**src/rtl/gauss_stream_ctrl.sv**
```systemverilog
// Frame sequencer between an AXI-Stream pixel source/sink and a fixed-latency Gaussian core.
// Owns the core reset/stall, the frame counters and a 4-deep output FIFO that absorbs sink backpressure.
module gauss_stream_ctrl #(
    parameter int PIXELS_PER_BEAT = 16,
    parameter int INPUT_WIDTH     = 8,
    parameter int IMAGE_DIM       = 512,
    parameter int CORE_LATENCY    = IMAGE_DIM / PIXELS_PER_BEAT + 2,
    localparam int DATA_WIDTH     = INPUT_WIDTH * PIXELS_PER_BEAT
) (
    input  logic                  clk,
    input  logic                  areset,
    input  logic [DATA_WIDTH-1:0] s_axis_tdata,
    input  logic                  s_axis_tvalid,
    output logic                  s_axis_tready,
    input  logic                  s_axis_tuser,
    input  logic                  s_axis_tlast,
    output logic [DATA_WIDTH-1:0] m_axis_tdata,
    output logic                  m_axis_tvalid,
    input  logic                  m_axis_tready,
    output logic                  m_axis_tuser,
    output logic                  m_axis_tlast,
    output logic                  core_aresetn,
    output logic                  core_stall,
    output logic [DATA_WIDTH-1:0] core_inp_frame,
    input  logic [DATA_WIDTH-1:0] core_out_frame,
    output logic                  busy,
    output logic                  err_sof,
    output logic                  err_eol
);

    localparam int BPR         = IMAGE_DIM / PIXELS_PER_BEAT;
    localparam int TOTAL_BEATS = IMAGE_DIM * BPR;
    localparam int CW          = $clog2(TOTAL_BEATS + CORE_LATENCY + 1);

    localparam logic [CW-1:0] BPR_C    = CW'(BPR);
    localparam logic [CW-1:0] ROW_LAST = CW'(BPR - 1);
    localparam logic [CW-1:0] LAST_IN  = CW'(TOTAL_BEATS - 1);
    localparam logic [CW-1:0] LAST_ADV = CW'(TOTAL_BEATS + CORE_LATENCY - 1);
    localparam logic [CW-1:0] LAT_C    = CW'(CORE_LATENCY);

    typedef enum logic [2:0] {IDLE, CLEAR, RUN, FLUSH, DRAIN} state_t;

    state_t                state;
    logic [CW-1:0]         in_cnt;
    logic [CW-1:0]         adv_cnt;
    logic [CW-1:0]         out_cnt;
    logic                  push_pending;
    logic [DATA_WIDTH+1:0] fifo_mem [4];
    logic [1:0]            wr_ptr;
    logic [1:0]            rd_ptr;
    logic [2:0]            fifo_count;
    logic                  credit;
    logic                  adv;
    logic                  pop;
    logic                  in_row_end;

    // An advance now lands in the FIFO two cycles later, so keep room for everything in flight.
    assign credit = (fifo_count + 3'(push_pending)) <= 3'd2;

    always_comb begin
        adv = 1'b0;
        if (!areset) begin
            case (state)
                RUN:     adv = s_axis_tvalid & credit;
                FLUSH:   adv = credit;
                default: adv = 1'b0;
            endcase
        end
    end

    assign core_stall     = ~adv;
    assign s_axis_tready  = (state == RUN) & adv;
    assign core_inp_frame = (state == RUN) ? s_axis_tdata : '0;
    assign core_aresetn   = ~areset & (state != CLEAR);
    assign busy           = (state != IDLE);
    assign in_row_end     = (in_cnt % BPR_C) == ROW_LAST;

    assign m_axis_tvalid = (fifo_count != 3'd0);
    assign pop           = m_axis_tvalid & m_axis_tready;
    assign {m_axis_tuser, m_axis_tlast, m_axis_tdata} = m_axis_tvalid ? fifo_mem[rd_ptr] : '0;

    always_ff @(posedge clk) begin
        if (areset) begin
            state        <= IDLE;
            in_cnt       <= '0;
            adv_cnt      <= '0;
            out_cnt      <= '0;
            push_pending <= 1'b0;
            err_sof      <= 1'b0;
            err_eol      <= 1'b0;
        end else begin
            push_pending <= adv && (adv_cnt >= LAT_C);
            if (push_pending) out_cnt <= out_cnt + 1'b1;
            if (adv) adv_cnt <= adv_cnt + 1'b1;
            case (state)
                IDLE: begin
                    if (s_axis_tvalid && s_axis_tuser) state <= CLEAR;
                end
                CLEAR: begin
                    in_cnt  <= '0;
                    adv_cnt <= '0;
                    out_cnt <= '0;
                    err_sof <= 1'b0;
                    err_eol <= 1'b0;
                    state   <= RUN;
                end
                RUN: begin
                    if (adv) begin
                        in_cnt <= in_cnt + 1'b1;
                        if (s_axis_tuser && (in_cnt != '0)) err_sof <= 1'b1;
                        if (s_axis_tlast != in_row_end) err_eol <= 1'b1;
                        if (in_cnt == LAST_IN) state <= FLUSH;
                    end
                end
                FLUSH: begin
                    if (adv && (adv_cnt == LAST_ADV)) state <= DRAIN;
                end
                DRAIN: begin
                    if ((fifo_count == 3'd0) && !push_pending) state <= IDLE;
                end
                default: state <= IDLE;
            endcase
        end
    end

    // Frame markers are derived from the output beat index and stored with the pixel data.
    always_ff @(posedge clk) begin
        if (push_pending) begin
            fifo_mem[wr_ptr] <= {out_cnt == '0, (out_cnt % BPR_C) == ROW_LAST, core_out_frame};
        end
    end

    always_ff @(posedge clk) begin
        if (areset) begin
            wr_ptr     <= 2'd0;
            rd_ptr     <= 2'd0;
            fifo_count <= 3'd0;
        end else begin
            if (push_pending) wr_ptr <= wr_ptr + 1'b1;
            if (pop) rd_ptr <= rd_ptr + 1'b1;
            case ({push_pending, pop})
                2'b10:   fifo_count <= fifo_count + 1'b1;
                2'b01:   fifo_count <= fifo_count - 1'b1;
                default: fifo_count <= fifo_count;
            endcase
        end
    end

endmodule

```
**config.mk**
```make
export PLATFORM = sky130hd
export DESIGN_NAME = gauss_stream_ctrl
export DESIGN_NICKNAME = d
export VERILOG_FILES = /design/src/rtl/gauss_stream_ctrl.sv
export SDC_FILE = /design/constraint.sdc
export NUM_CORES = 1
export LEC_CHECK = 0
export ABC_AREA = 1
export CORE_MARGIN = 2
export CORE_UTILIZATION = 35
export DETAILED_ROUTE_END_ITERATION = 12
export GPL_TIMING_DRIVEN = 0
export PLACE_DENSITY = 0.62
export SETUP_SLACK_MARGIN = 0.3
export SLEW_MARGIN = 20
export SYNTH_ARGS = -nofsm -noshare
export SYNTH_HDL_FRONTEND = slang
export SYNTH_SLANG_ARGS = --single-unit
```
**constraint.sdc**
```tcl
create_clock -name clk -period 4.3 [get_ports clk]
set_clock_uncertainty 0.15 [all_clocks]
set_input_delay 0.645 -clock clk [delete_from_list [all_inputs] [get_ports clk]]
set_output_delay 0.645 -clock clk [all_outputs]
set_load 0.01 [all_outputs]
```
==> qor.yml, run 1 <==
place_worst_setup_slack_ns: 0.405
globalRouteOverflowTotal: 0
vias: 19194
yosys.area.top_type_share_pct: 63.8
critPathCaptureType: "primary output"
worstHoldPathType: "flip-flop to flip-flop"
hold_path_startpoint: "err_sof$_SDFFE_PP0P_"
final_common_cell: "nor2_1"
route.detailed.wl_per_inst_um: 19.7
worst-r2r-setup-slack_ns: 1.72
element_type_at_the_critical_path_start: "flip-flop"
synth-seq-area-share_pct: 68.7
filler_cell_count: 6181
totalNegativeSetupSlack_ns: 0
die_span_in_x_um: 268
post_route_cells_drive_above_1_share_pct: 6.03
worst-endpoint-required_ns: 3.50
cts.clk_slew.worst_paths_ns: 0.06
cts_tree: "built"
fp.coreArea_um2: 68900
place_congestion: 0.870
grt_first_pass_wirelength_um: 111000
clock.fmax_mhz: 257
initial_core_util_pct: 35.5
design_area_um2: 33200
timing.slew.headroom_pct: 47.6
die-area_um2: 72000
synth_cells: 2327
worst_pin_slew_ns: 0.779
hold_crit_endpoint: "err_sof$_SDFFE_PP0P_"
cap_violations: 0
netlist-cell-type-count: 35
remaining_design_rule_violation_count: 0
status: "finished clean"
area_growth_pct: 35.5
wl_um: 76900
first_global_vias: 18782
cts_buffer_count: 60
postCtsSetupRepairBufs: 0
num_rows: 96
asyncSetResetFlopFracSynth_pct: 0
htree_levels: 2
timing.rr.start: "push_pending$_SDFF_PP0_"
synth_area_leaders: "edfxtp_1 (64%), nor2_1 (11%), o21ai_0 (5.8%), dfxtp_1 (4.9%), a21oi_1 (3.6%)"
worst_r2r_path_depth: 4
final_net_count: 3198
synth-edff-count: 520
critPathMaxFanout: 10
placed_cell_area_um2: 31000
power_per_cell_area_nw_per_um2: 400
post_synth.cell_area_avg_um2: 10.5
placement.io_buffers: 526
finalCritPeriodShare_pct: 90.5
worst-endpoint-arrival_ns: 3.10
postSynthRegisterBits: 580
die_h_um: 268
timing.final.hold_violations: 0
post_synth_instance_area_um2: 24500
cts_num_sinks: 580
grt_start_max_net_pins: 84
clock_tree.buffer_depth: 3
seq_area_um2: 16800
timing.final.setup_violations: 0
layout_common_cells: "nor2_1 (722), clkdlybuf4s50_1 (524), edfxtp_1 (520)"
worstHoldPathCells: 2
antenna_violations_before_repair: 23
dr.pass1.iters: 5
synth_ff_type: "edfxtp_1"
drtIter0Drc: 1376
synth.yosys.warnings: 0
post_drt_via_cell_ratio: 4.91
report.final.slew_viol_count: 0
hpwl_um: 51400
cts-root-buf: "clkbuf_16"
rsz0062_at_grt: "true"
netlist.top_cell.by_area: "edfxtp_1"
timing.final.crit_period_ns: 3.89
worst_case_vdd_ir_drop_uv: 363
floorplan.io_pins: 527
globalRouteTotalUtil_pct: 20.5
timing.final.ws_setup_ns: 0.408
number_of_nets_in_the_synthesized_netlist: 2606
clkLatencyLatePin_ns: 0.64
drt.antenna.violating_nets: 0
area_of_the_multi_input_gates_um2: 6280
critical_path_class: "flip-flop to primary output"
leakage_nw: 11.9
worst_r2r_endpoint: "fifo_mem[1][98]$_DFFE_PP_"
-- logic make-up (layout without fill, tap and decap cells) --
kind of cell             count (synthesis)  after routing  synth area share [%]
AND/OR/NAND/NOR                        925            925                  14.9
flip-flops                             580            580                  68.7
AO/OA/AOI/OAI                          467            467                  9.60
buffers and inverters                  332            975                  5.67
adder cells (fa/ha/maj)                 17             17                 0.900
XOR/XNOR                                 6              6                 0.215
other                                    0             11                     0
-- power by group --
| group | total [mW] | leakage (nW) | switching, mW | internal (mW) |
|---|---|---|---|---|
| clock | 5.21 | 0.967 | 2.14 | 3.07 |
| sequential | 6.19 | 5.16 | 0.0346 | 6.16 |
| combinational | 1.87 | 5.80 | 0.920 | 0.951 |
-- registers in the layout (all words and copies together) (netlist names), named ones only --
name	count
fifo_mem	520
adv_cnt	15
in_cnt	15
out_cnt	15
fifo_count	3
state	3
rd_ptr	2
wr_ptr	2
err_eol	1
err_sof	1
push_pending	1
-- what timing repair did --
action | 4_1_cts | 5_1_grt
gates resized for setup | 25 | 18
endpoints found under the setup margin | 133 | 38
hold buffers | 0 | 0
-- cell type report --
type                            instances  area share, %
Tap cell                              931           3.51
Inverter                              209           2.47
Timing Repair Buffer                  530           16.2
Antenna cell                           11         0.0830
Buffer                                123           1.95
Multi-Input combinational cell       1415           18.9
Sequential cell                       580           50.7
Clock buffer                           77           4.72
Clock inverter                         36           1.37
-- through the flow --
| step | util (%) | hold WS, ns | total power [mW] | cells |
|---|---|---|---|---|
| 6_report | 48.1 | 0.311 | 13.3 | 3912 |
| 2_1_floorplan | - | 0.286 | 7.07 | 2327 |
| 3_3_place_gp | 44.8 | 0.297 | 8.15 | 3784 |
| 5_1_grt | 48.1 | 0.341 | 13.8 | 3909 |
| 3_5_place_dp | 45.0 | 0.309 | 8.18 | 3788 |
| 4_1_cts | 48.0 | 0.323 | 13.4 | 3901 |
-- synthesized netlist by cell type (4+ instances only) --
library cell and count:
buf_2 31, nand4_1 21, inv_2 4, edfxtp_1 520, o21ai_0 285, buf_1 10, buf_6 12, nand3_1 30
nand2_1 121, nor2_1 723, nor3_1 15, a21oi_1 177, dfxtp_1 60, ha_1 16, clkbuf_1 66, inv_1 203
nor4_1 4
-- layer usage --
layer / global-route usage (%) / vias to the layer above / share of wire, %
li1: - / 9080 / -
met1: 22.8 / 9182 / 37
met2: 36.6 / 760 / 50
met3: 6.00 / 146 / 8.8
met4: 8.36 / 26 / 3.3
met5: 0 / - / 0.21
-- critical path, cell delays in order (launching register included) --
cell             delay (ns)
dfxtp_1                0.30
buf_2                  0.18
clkbuf_2               0.49
clkbuf_1               0.53
nor2_1                 0.12
o21ai_0                0.11
a21oi_1                0.10
clkdlybuf4s50_1        0.62
-- worst max path at each step --
stage / start / to / slack [ns] / depth (start not counted)
finish: flip-flop / m_axis_tdata[103] / 0.41 / 7
global placement: push_pending$_SDFF_PP0_ / fifo_mem[1][98]$_DFFE_PP_ / -2.29 / 3
global route: flip-flop / m_axis_tdata[48] / 0.26 / 8
detailed placement: flip-flop / m_axis_tdata[118] / 0.40 / 7
CTS: flip-flop / m_axis_tdata[118] / 0.20 / 8
floorplan: push_pending$_SDFF_PP0_ / fifo_mem[0][0]$_DFFE_PP_ / 0.39 / 3
Power figures use the tool's default switching activity.
==> inputs of run 2 (changes only) <==
--- a/config.mk
+++ b/config.mk
@@ -7,10 +7,11 @@
 export LEC_CHECK = 0
 export ABC_AREA = 1
 export CORE_MARGIN = 2
-export CORE_UTILIZATION = 35
+export CORE_UTILIZATION = 51
 export DETAILED_ROUTE_END_ITERATION = 12
 export GPL_TIMING_DRIVEN = 0
-export PLACE_DENSITY = 0.62
+export PLACE_DENSITY = 0.83
+export REMOVE_ABC_BUFFERS = 1
 export SETUP_SLACK_MARGIN = 0.3
 export SLEW_MARGIN = 20
 export SYNTH_ARGS = -nofsm -noshare
==> qor.yml, run 2 (synthesized netlist as in run 1, its figures left out) <==
status: "finished clean"  # unchanged
timing.final.crit_period_ns: 3.90  # was 3.89 ns
worstHoldPathCells: 2  # unchanged
post_drt_via_cell_ratio: 5.60  # was 4.91
element_type_at_the_critical_path_start: "flip-flop"  # unchanged
totalPowerFinal_mw: 13.3  # about the same
drt.antenna.violating_nets: 0  # unchanged
initial_core_util_pct: 51.5  # was 35.5%
final_common_cell: "nor2_1"  # unchanged
cts-root-buf: "clkbuf_16"  # unchanged
area_of_the_multi_input_gates_um2: 6270  # was 6280 µm²
final_net_count: 3094  # was 3198
wl_um: 87400  # was 76900 µm
first_global_vias: 18752  # was 18782
placed_cell_area_um2: 30300  # was 31000 µm²
area_growth_pct: 33.4  # was 35.5%
grt_first_pass_wirelength_um: 123000  # was 111000 µm
fp.coreArea_um2: 47500  # was 68900 µm²
worstHoldPathType: "flip-flop to flip-flop"  # unchanged
fin_cells: 3517  # was 3912
place_worst_setup_slack_ns: -0.0719  # was 0.405 ns
leakage_nw: 11.8  # was 11.9 nW
remaining_design_rule_violation_count: 0  # unchanged
die_span_in_x_um: 223  # was 268 µm
route.detailed.wl_per_inst_um: 24.8  # was 19.7 µm
worst-endpoint-required_ns: 3.50  # about the same
regMostFlops: "fifo_mem"  # unchanged
wirelength_met1_um: 30200  # was 28800 µm
drtIter0Drc: 2155  # was 1376
clock.fmax_mhz: 256  # was 257 MHz
timing.slew.headroom_pct: 54.4  # was 47.6%
timing.final.setup_violations: 0  # unchanged
timing.rr.start: "push_pending$_SDFF_PP0_"  # unchanged
filler_cell_count: 3359  # was 6181
cts_tree: "built"  # unchanged
timing.final.hold_violations: 0  # unchanged
worst-endpoint-arrival_ns: 3.10  # about the same
timing.final.ws_setup_ns: 0.401  # was 0.408 ns
hold_path_startpoint: "err_sof$_SDFFE_PP0P_"  # unchanged
worst_case_vdd_ir_drop_uv: 519  # was 363 µV
globalRouteTotalUtil_pct: 34.1  # was 20.5%
htree_levels: 2  # unchanged
cts_hold_buf: 0  # unchanged
die_h_um: 223  # was 268 µm
power_per_cell_area_nw_per_um2: 408  # was 400 nW/µm²
design_area_um2: 32600  # was 33200 µm²
place_congestion: 0.929  # was 0.870
globalRouteOverflowTotal: 0  # unchanged
cts_buffer_count: 57  # was 60
hpwl_um: 58300  # was 51400 µm
totalNegativeSetupSlack_ns: 0  # unchanged
cts_num_sinks: 580  # unchanged
grt_start_max_net_pins: 109  # was 84
critPathCaptureType: "primary output"  # unchanged
rsz0062_at_grt: "false"  # was true
max_ffs_per_register: 520  # unchanged
die-area_um2: 49700  # was 72000 µm²
floorplan.io_pins: 527  # unchanged
met2_length_um: 40800  # was 38700 µm
cap_violations: 0  # unchanged
vias: 19711  # was 19194
place.detailed.instances: 3360  # was 3788
num_rows: 80  # was 96
worst_r2r_path_depth: 7  # was 4
report.final.slew_viol_count: 0  # unchanged
critPathMaxFanout: 72  # was 10
layout_common_cells: "nor2_1 (723), clkdlybuf4s50_1 (521), edfxtp_1 (520)"  # was nor2_1 (722), clkdlybuf4s50_1 (524), edfxtp_1 (520)
clock_tree.buffer_depth: 3  # unchanged
seq_area_um2: 16800  # about the same
smallest_hold_slack_ns: 0.310  # was 0.311 ns
utilization_pct: 68.6  # was 48.1%
cts.clk_slew.worst_paths_ns: 0.07  # was 0.06 ns
dr.pass1.iters: 5  # unchanged
placement.io_buffers: 526  # unchanged
clkLatencyLatePin_ns: 0.62  # was 0.64 ns
dr_wl_met3_um: 10100  # was 6740 µm
post_route_cells_drive_above_1_share_pct: 4.79  # was 6.03%
antenna_violations_before_repair: 52  # was 23
worst_pin_slew_ns: 0.682  # was 0.779 ns
critical_path_class: "flip-flop to primary output"  # unchanged
highest-signal-layer: "met5"  # unchanged
finalCritPeriodShare_pct: 90.7  # was 90.5%
## run 2: path summary, 6_finish.rpt
path | to | slack [ns]
setup / recovery | m_axis_tdata[47] | 0.40
hold / removal | err_sof$_SDFFE_PP0P_ | 0.31
setup reg to reg | adv_cnt[4]$_SDFFE_PN0P_ | 1.83
hold reg to reg | err_sof$_SDFFE_PP0P_ | 0.31
## run 2: layout make-up
class / count / share of cell area (%)
tap: 615 / 2.36
multi-input combinational: 1415 / 19.2
antenna: 39 / 0.299
inverter: 209 / 2.62
timing repair inverter: 2 / 0.0537
sequential: 580 / 51.6
clock buffer: 66 / 4.51
timing repair buffer: 550 / 17.9
clock inverter: 41 / 1.48
## run 2: timing repair
action	4_1_cts	5_1_grt
endpoints found under the setup margin	131	17
gates cloned	6	1
setup buffers	4	0
pin swaps	1	0
gates resized for setup	8	5
## run 2: critical path: stages (launching register included)
cell and delay (ns):
dfxtp_4 0.36, buf_12 0.21, buf_16 0.26, inv_12 0.16
buf_16 0.25, nor2_1 0.16, o21ai_0 0.13, a21oi_1 0.21
clkdlybuf4s50_1 0.60
## run 2: power breakdown
part | switching (mW) | total (mW) | internal [mW] | leakage (nW)
sequential | 0.0346 | 6.19 | 6.15 | 5.16
combinational | 1.07 | 1.93 | 0.861 | 5.67
clock | 2.13 | 5.18 | 3.05 | 0.948
total | 3.23 | 13.3 | 10.1 | 11.8
## run 2: layer usage
metal / GRT usage (%) / up-vias
li1: - / 8889
met1: 38.9 / 9464
met2: 53.8 / 1079
met3: 12.9 / 257
met4: 22.3 / 22
met5: 0 / -
